==> config.mk <==
export PLATFORM = sky130hd
export DESIGN_NAME = t09_apple_spawn_ctrl
export DESIGN_NICKNAME = d
export VERILOG_FILES = /design/src/rtl/t09_apple_spawn_ctrl_pkg.sv /design/src/rtl/t09_apple_spawn_ctrl.sv
export SDC_FILE = /design/constraint.sdc
export NUM_CORES = 1
export LEC_CHECK = 0
export ABC_AREA = 1
export BUFFER_PORTS_ARGS = -buffer_cell sky130_fd_sc_hd__buf_2
export CAP_MARGIN = 10
export CORE_MARGIN = 8
export CORE_UTILIZATION = 25
export CTS_CLUSTER_SIZE = 24
export DETAILED_ROUTE_END_ITERATION = 7
export GPL_TIMING_DRIVEN = 0
export PLACE_DENSITY = 0.43
export SLEW_MARGIN = 25
export SYNTH_ARGS = -nofsm -noshare
export SYNTH_HDL_FRONTEND = slang
export SYNTH_SLANG_ARGS = --single-unit
==> constraint.sdc <==
create_clock -name clk -period 2.2 [get_ports clk]
set_clock_uncertainty 0.05 [all_clocks]
set_input_delay 0.33 -clock clk [delete_from_list [all_inputs] [get_ports clk]]
set_output_delay 0.33 -clock clk [all_outputs]
set_load 0.02 [all_outputs]
==> src/rtl/t09_apple_spawn_ctrl_pkg.sv <==
// Shared t09 types and defaults: cell coordinates, placement FSM states,
// the apple's home position and the body store capacity.
package t09_apple_spawn_ctrl_pkg;

  localparam int MAX_LENGTH_DEF = 50;

  typedef logic [7:0] cord_t;

  localparam cord_t RESET_CORD_DEF = 8'hC5;

  typedef enum logic [1:0] {
    IDLE   = 2'd0,
    SAMPLE = 2'd1,
    SCAN   = 2'd2,
    COMMIT = 2'd3
  } state_t;

endpackage

==> src/rtl/t09_apple_spawn_ctrl.sv <==
// Apple placement: draw a random cell, scan the body one segment per cycle,
// commit the first draw that hits no segment. Retries indefinitely.
module t09_apple_spawn_ctrl
  import t09_apple_spawn_ctrl_pkg::*;
#(
  parameter int    MAX_LENGTH = MAX_LENGTH_DEF,
  parameter int    MAX_RETRY  = 16,
  parameter cord_t RESET_CORD = RESET_CORD_DEF,
  localparam int   IW         = $clog2(MAX_LENGTH),
  localparam int   LW         = IW + 1,
  localparam int   RW         = $clog2(MAX_RETRY + 1)
) (
  input  logic          clk,
  input  logic          reset,
  input  logic          s_reset,
  input  logic          eat,
  input  logic [3:0]    rand_x,
  input  logic [3:0]    rand_y,
  input  logic [LW-1:0] length,
  output logic [IW-1:0] seg_idx,
  input  cord_t         seg_cord,
  input  logic [3:0]    x,
  input  logic [3:0]    y,
  output cord_t         apple_cord,
  output logic          apple_valid,
  output logic          apple,
  output logic          busy,
  output logic          place_fail,
  output state_t        fsm_state
);

  // Handshake: eat is a one-cycle request accepted only in IDLE; busy stays
  // high until the commit (or a reset) returns the FSM to IDLE, and
  // apple_valid rising with busy falling marks a new apple_cord.

  state_t        state_q, state_d;
  cord_t         cand;
  logic [RW-1:0] retry;
  logic          match;
  logic          last;

  assign match = (seg_cord == cand);
  // Also terminates if length shrinks to or below the current index mid-scan.
  assign last  = (({1'b0, seg_idx} + LW'(1)) >= length);

  assign busy      = (state_q != IDLE);
  assign apple     = apple_valid && (apple_cord == {x, y});
  assign fsm_state = state_q;

  always_comb begin
    state_d = state_q;
    case (state_q)
      IDLE:    if (eat) state_d = SAMPLE;
      SAMPLE:  state_d = (length == '0) ? COMMIT : SCAN;
      SCAN: begin
        if (match)     state_d = SAMPLE;
        else if (last) state_d = COMMIT;
      end
      COMMIT:  state_d = IDLE;
      default: state_d = IDLE;
    endcase
  end

  always_ff @(posedge clk) begin
    if (reset || s_reset) state_q <= IDLE;
    else                  state_q <= state_d;
  end

  always_ff @(posedge clk) begin
    if (reset || s_reset) begin
      apple_cord  <= RESET_CORD;
      apple_valid <= 1'b1;
      retry       <= '0;
      seg_idx     <= '0;
      place_fail  <= 1'b0;
      cand        <= '0;
    end else begin
      place_fail <= 1'b0;
      case (state_q)
        IDLE: begin
          if (eat) apple_valid <= 1'b0;
        end
        SAMPLE: begin
          cand    <= {rand_x, rand_y};
          seg_idx <= '0;
        end
        SCAN: begin
          if (match) begin
            // The failure pulse is informational; the search keeps drawing.
            if (retry == RW'(MAX_RETRY - 1)) begin
              place_fail <= 1'b1;
              retry      <= '0;
            end else begin
              retry <= retry + RW'(1);
            end
          end else if (!last) begin
            seg_idx <= seg_idx + IW'(1);
          end
        end
        COMMIT: begin
          apple_cord  <= cand;
          apple_valid <= 1'b1;
          retry       <= '0;
        end
        default: ;
      endcase
    end
  end

endmodule

[Yosys cells after proc, flatten, opt, wreduce, memory -nomap -nowiden]
Index checks and enable logic that the tools add are counted.
Word-level totals
  register bits: 31
  output and inout port bits: 20
  word-level logic and storage cells: 51
Cells by class
  $lt $le $gt $ge: 1
  $add $sub $neg: 3
  reductions and logical operators: 13
  muxes and demuxes: 14
  equality and inequality tests: 11
  bitwise operators: 2
Operators by type and width (number)
  $eq A8 B8 Y1: 2
  $mux W6: 2
  $pmux W6 S2: 1
  $mux W5: 2
  $pmux W5 S2: 1
  $ne A2 B2 Y1 const B: 4
  $pmux W2 S4: 1
  $reduce_bool A2 Y1: 4
  $add A6 B1 Y7 const B: 1
  $ge A7 B7 Y1: 1
  $logic_not A7 Y1: 1
  $add A6 B1 Y6 const B: 1
  $mux W2: 3
  $reduce_and A2 Y1: 3
  $add A5 B1 Y5 const B: 1
  $eq A5 B4 Y1 const B: 1
  $eq A2 B2 Y1 const B: 2
  $mux W1: 3
  $ne A3 B3 Y1 const B: 1
  $reduce_and A3 Y1: 1
  $reduce_or A3 Y1: 1
  $eq A2 B1 Y1 const B: 1
  $logic_not A2 Y1: 1
  $not A1 Y1: 2
  3 further kinds: 3

[Longest topological paths before layout]
  depth after elaboration: 5
  depth in mapped cells: 16

[Least setup slack after synthesis]
No wires, ideal clock.
  path type: reg2reg
  start point: register seg_idx[0]
  end point: register seg_idx[2]
  stages on the path, launching flop included: 17
  slack: 0.150 ns
  clock period less this slack: 2.050 ns
  data required time: 2.037 ns
  arrival: 1.888 ns
  path through: dfxtp_1 ha_1 nand2_1 inv_1 nand3_1 nand2_1 inv_1 ha_1 inv_1 nor2_1 nand2_1 nand3_2 nand2_4 nand2_4 nand2_1 nand2_1 nor2_1
On the way
  longest elaborated chain between the ends: 4
  elaborated cells between the ends (all ways): 8
  those cells by class: add/sub (2); order compare (1); eq/ne (1); mux (3); reduce/logical (1)
Ends and longest elaborated chain
  start, declared: line t09_apple_spawn_ctrl.sv:20  | output logic [IW-1:0] seg_idx,
  start signal, assigned: line t09_apple_spawn_ctrl.sv:97  | seg_idx <= seg_idx + IW'(1);
  $add A6 B1 Y7 or $add A6 B1 Y6 (tied branches): line t09_apple_spawn_ctrl.sv:44, t09_apple_spawn_ctrl.sv:97
  $ge A7 B7 Y1 or $mux W6 (tied branches): line t09_apple_spawn_ctrl.sv:44, t09_apple_spawn_ctrl.sv:96
  $ne A2 B2 Y1 (no line) or $mux W6 (tied branches)
  $reduce_and A3 Y1 (no line) or $pmux W6 S2 (tied branches)
Several ways; a longest one is shown, not always the timed one. The select of a mux whose other input is x is not followed.
A chain may end at the register's enable or synchronous reset.

[Worst setup path after layout]
  start point: register seg_idx[1]
  end point: register seg_idx[2]
Same word-level chain as after synthesis.

==> insert_results.sql <==
INSERT INTO impl_metrics (metric_group, metric, value, unit) VALUES
('yosys', 'synth-seq-cells', '31', ''),
('yosys', 'syn-instance-count', '274', ''),
('clocking', 'clkSlewWorstSetupHoldPaths', '0.07', 'ns'),
('floorplanning', 'die_h', '102', 'microns'),
('sta', 'timing.final.crit_period', '2.05', 'ns'),
('worst_setup_path', 'worstPathArrival', '2.17', 'ns'),
('worst_setup_path', 'timing.critical_path.mode_cell', 'sky130_fd_sc_hd__nand2_1', ''),
('clocking', 'cts_buffer_depth', '2', ''),
('placement', 'place.gp.congestion', '0.811', ''),
('clocking', 'tritoncts', 'built', ''),
('placement', 'place_inst', '427', ''),
('finish', 'layoutNonFillerInstCount', '437', ''),
('power_and_ir_drop', 'intPower', '0.00102', 'W'),
('power_and_ir_drop', 'p_switching', '0.000343', 'W'),
('sta', 'final-max-slew-violation-count', '0', ''),
('route', 'dr.first_iter.drc_count', '36', ''),
('global_routing', 'vias_in_the_first_global_route', '1908', ''),
('sta', 'fin_tns_setup', '0', 'ns'),
('status', 'outcome', 'complete, no violations', ''),
('floorplanning', 'initial_utilization', '25.6', '%'),
('route', 'routed_via_count', '1824', ''),
('worst_setup_path', 'end_kind', 'flip-flop', ''),
('power_and_ir_drop', 'p_seq_share', '43.0', '%'),
('clocking', 'htree_levels', '2', ''),
('sta', 'hold_violations', '0', ''),
('power_and_ir_drop', 'peakVddDrop', '383', 'uV'),
('finish', 'proportion_of_layout_cells_with_a_drive_suffix_above_1', '28.4', '%'),
('sta', 'slew_headroom', '43.9', '%'),
('finish', 'antenna_cell_count', '0', ''),
('yosys', 'ys_types', '31', ''),
('sta', 'final-setup-viol-count', '0', ''),
('sta', 'setup_ws_post_layout', '0.154', 'ns'),
('yosys', 'synth_top_area_share', '33.6', '%'),
('power_and_ir_drop', 'switching_share', '25.3', '%'),
('worst_setup_path', 'start_kind', 'flip-flop', ''),
('placement', 'io_buffers', '54', ''),
('worst_setup_path', 'crit_fanout', '8', ''),
('route', 'post-route-drc-count', '0', ''),
('power_and_ir_drop', 'power_density', '559', 'nW/um^2'),
('clocking', 'cts-buffers-inserted', '5', ''),
('sta', 'finalHoldWorstSlack', '0.230', 'ns'),
('clocking', 'cts_sinks', '31', ''),
('floorplanning', 'core', '7210', 'sq um'),
('yosys', 'yosysWarningCount', '0', ''),
('route', 'final_antenna_net_count', '0', ''),
('global_routing', 'largest_net_degree_at_the_start_of_global_routing', '11', ''),
('yosys', 'syn_area_cell', '6.74', 'sq um'),
('yosys', 'syn-cell-area', '1850', 'sq um'),
('clocking', 'clock_tree.root_cell', 'sky130_fd_sc_hd__clkbuf_8', ''),
('finish', 'final_cell_mix', 'sky130_fd_sc_hd__nand2_1, sky130_fd_sc_hd__buf_2, sky130_fd_sc_hd__nor2_1', ''),
('run', 'maxcap_viol_count', '0', ''),
('yosys', 'nets_in_the_synthesized_netlist', '318', ''),
('power_and_ir_drop', 'post-layout-total-power', '0.00136', 'W'),
('power_and_ir_drop', 'pwr-share-clk', '43.6', '%'),
('finish', 'number_of_filler_cells_placed_in_the_layout', '805', ''),
('sta', 'clock.fmax', '489', 'MHz'),
('worst_setup_path', 'cp-startpoint', 'seg_idx[1]', ''),
('finish', 'mostFrequentLayoutCell', 'sky130_fd_sc_hd__nand2_1', ''),
('worst_setup_path', 'crit_type', 'flip-flop to flip-flop', ''),
('route', 'drt_wl_total', '5.25', 'mm'),
('global_routing', 'grt_first_pass_wirelength', '8.78', 'mm'),
('floorplanning', 'dieWidth', '102', 'microns'),
('worst_setup_path', 'crit_chain', 'nand3_1, nor2_1, nand2_1, xor2_2, inv_1, ha_1, nand2_2, nor2_1, nand2_1, nand3_2, nand2_4, nand2_4, nand2_1, nand2_1, nor2_2', ''),
('yosys', 'post_synth_main_area_contributors', 'sky130_fd_sc_hd__dfxtp_1, sky130_fd_sc_hd__nand2_1, sky130_fd_sc_hd__nor2_1, sky130_fd_sc_hd__inv_1, sky130_fd_sc_hd__ha_1', ''),
('power_and_ir_drop', 'combPwrFrac', '13.4', '%'),
('placement', 'post-dp-hpwl', '4.22', 'mm'),
('floorplanning', 'core.rowCount', '31', ''),
('power_and_ir_drop', 'power_leakage', '1.19', 'nW'),
('clocking', 'cts_hold_repair.buffers', '0', ''),
('worst_setup_path', 'worst_path_largest_cell_delay', '0.38', 'ns'),
('hold_path', 'worstHoldPathType', 'primary input to flip-flop', '');
## layer usage
metal  vias to the layer above  wire [microns]  global-route usage [%]
li1                        986               -                       -
met1                       816            2410                    12.5
met2                        20            2590                    18.5
met3                         2             218                    3.00
met4                         0              29                    2.37
met5                         -               0                       0
## synthesized netlist by cell type (all sizes together)
cell type   n
inv        44
clkbuf      2
dfxtp      31
a22o        1
xor2        3
buf         3
o21ai      15
a211oi      1
nand3      18
nand2      61
o211ai      3
xnor2       6
o22ai       3
ha          9
nand4       3
nor3        2
o21bai      1
a21oi      12
nand3b      1
nor2       53
a21boi      1
or2         1
## worst max-delay path, delay by kind of cell, from the launching register on
kind	cells	cell delay (ns)
flip-flops	1	0.38
adder cells (fa/ha/maj)	1	0.28
buffers and inverters	1	0.06
AND/OR/NAND/NOR	12	1.04
XOR/XNOR	1	0.15
## power by group through the flow
stage	Clock (W)	Sequential (W)	Combinational, W
2_1_floorplan	0	0.000601	0.000104
3_3_place_gp	0	0.000596	0.000178
4_1_cts	0.000605	0.000583	0.000181
3_5_place_dp	0	0.000596	0.000179
6_report	0.000592	0.000584	0.000182
5_1_grt	0.000632	0.000585	0.000209
## flip-flops by register name, summed over array words and instances, names as in the netlist
signal	flops
seg_idx	6
place_fail	1
retry	5
cand	8
apple_valid	1
fsm_state	2
apple_cord	8
## area by class of cell
cell class,count,area [sq um],share of cell area (%)
plain buffers,5,45.0,1.85
clock buffers,6,82.6,3.40
clock inverters,2,35.0,1.44
inverters,44,168,6.90
multi-input cells,194,1060,43.7
flip-flops and latches,31,628,25.8
well taps,99,124,5.10
repair buffers,56,285,11.7
## logic make-up (layout without fill, tap and decap cells)
logic type | count (synthesis) | after routing | share of synthesized area (%)
simple gates | 139 | 139 | 33.2
fa+ha+maj | 9 | 9 | 6.10
xor+xnor | 9 | 9 | 4.27
buf+inv | 49 | 113 | 11.5
flops | 31 | 31 | 33.6
compound gates | 37 | 37 | 11.3
## final timing paths
path	to	slack, ns	cells past startpoint
max reg2reg	seg_idx[2]	0.15	15
min reg2reg	retry[4]	0.41	2
max	seg_idx[2]	0.15	15
min	cand[7]	0.23	3
## repair_timing
item	4_1_cts	5_1_grt
setup buffers	0	2
setup endpoints to repair	0	6
gates resized for setup	0	16
## stage by stage
stage | area [sq um] | utilization (%)
after detailed placement | 2240 | 31.0
final | 2430 | 33.7
after global placement | 2240 | 31.0
after CTS | 2360 | 32.7
after floorplan | 1850 | -
after global routing | 2430 | 33.7
Note: power is estimated with default switching activity, not from simulation.
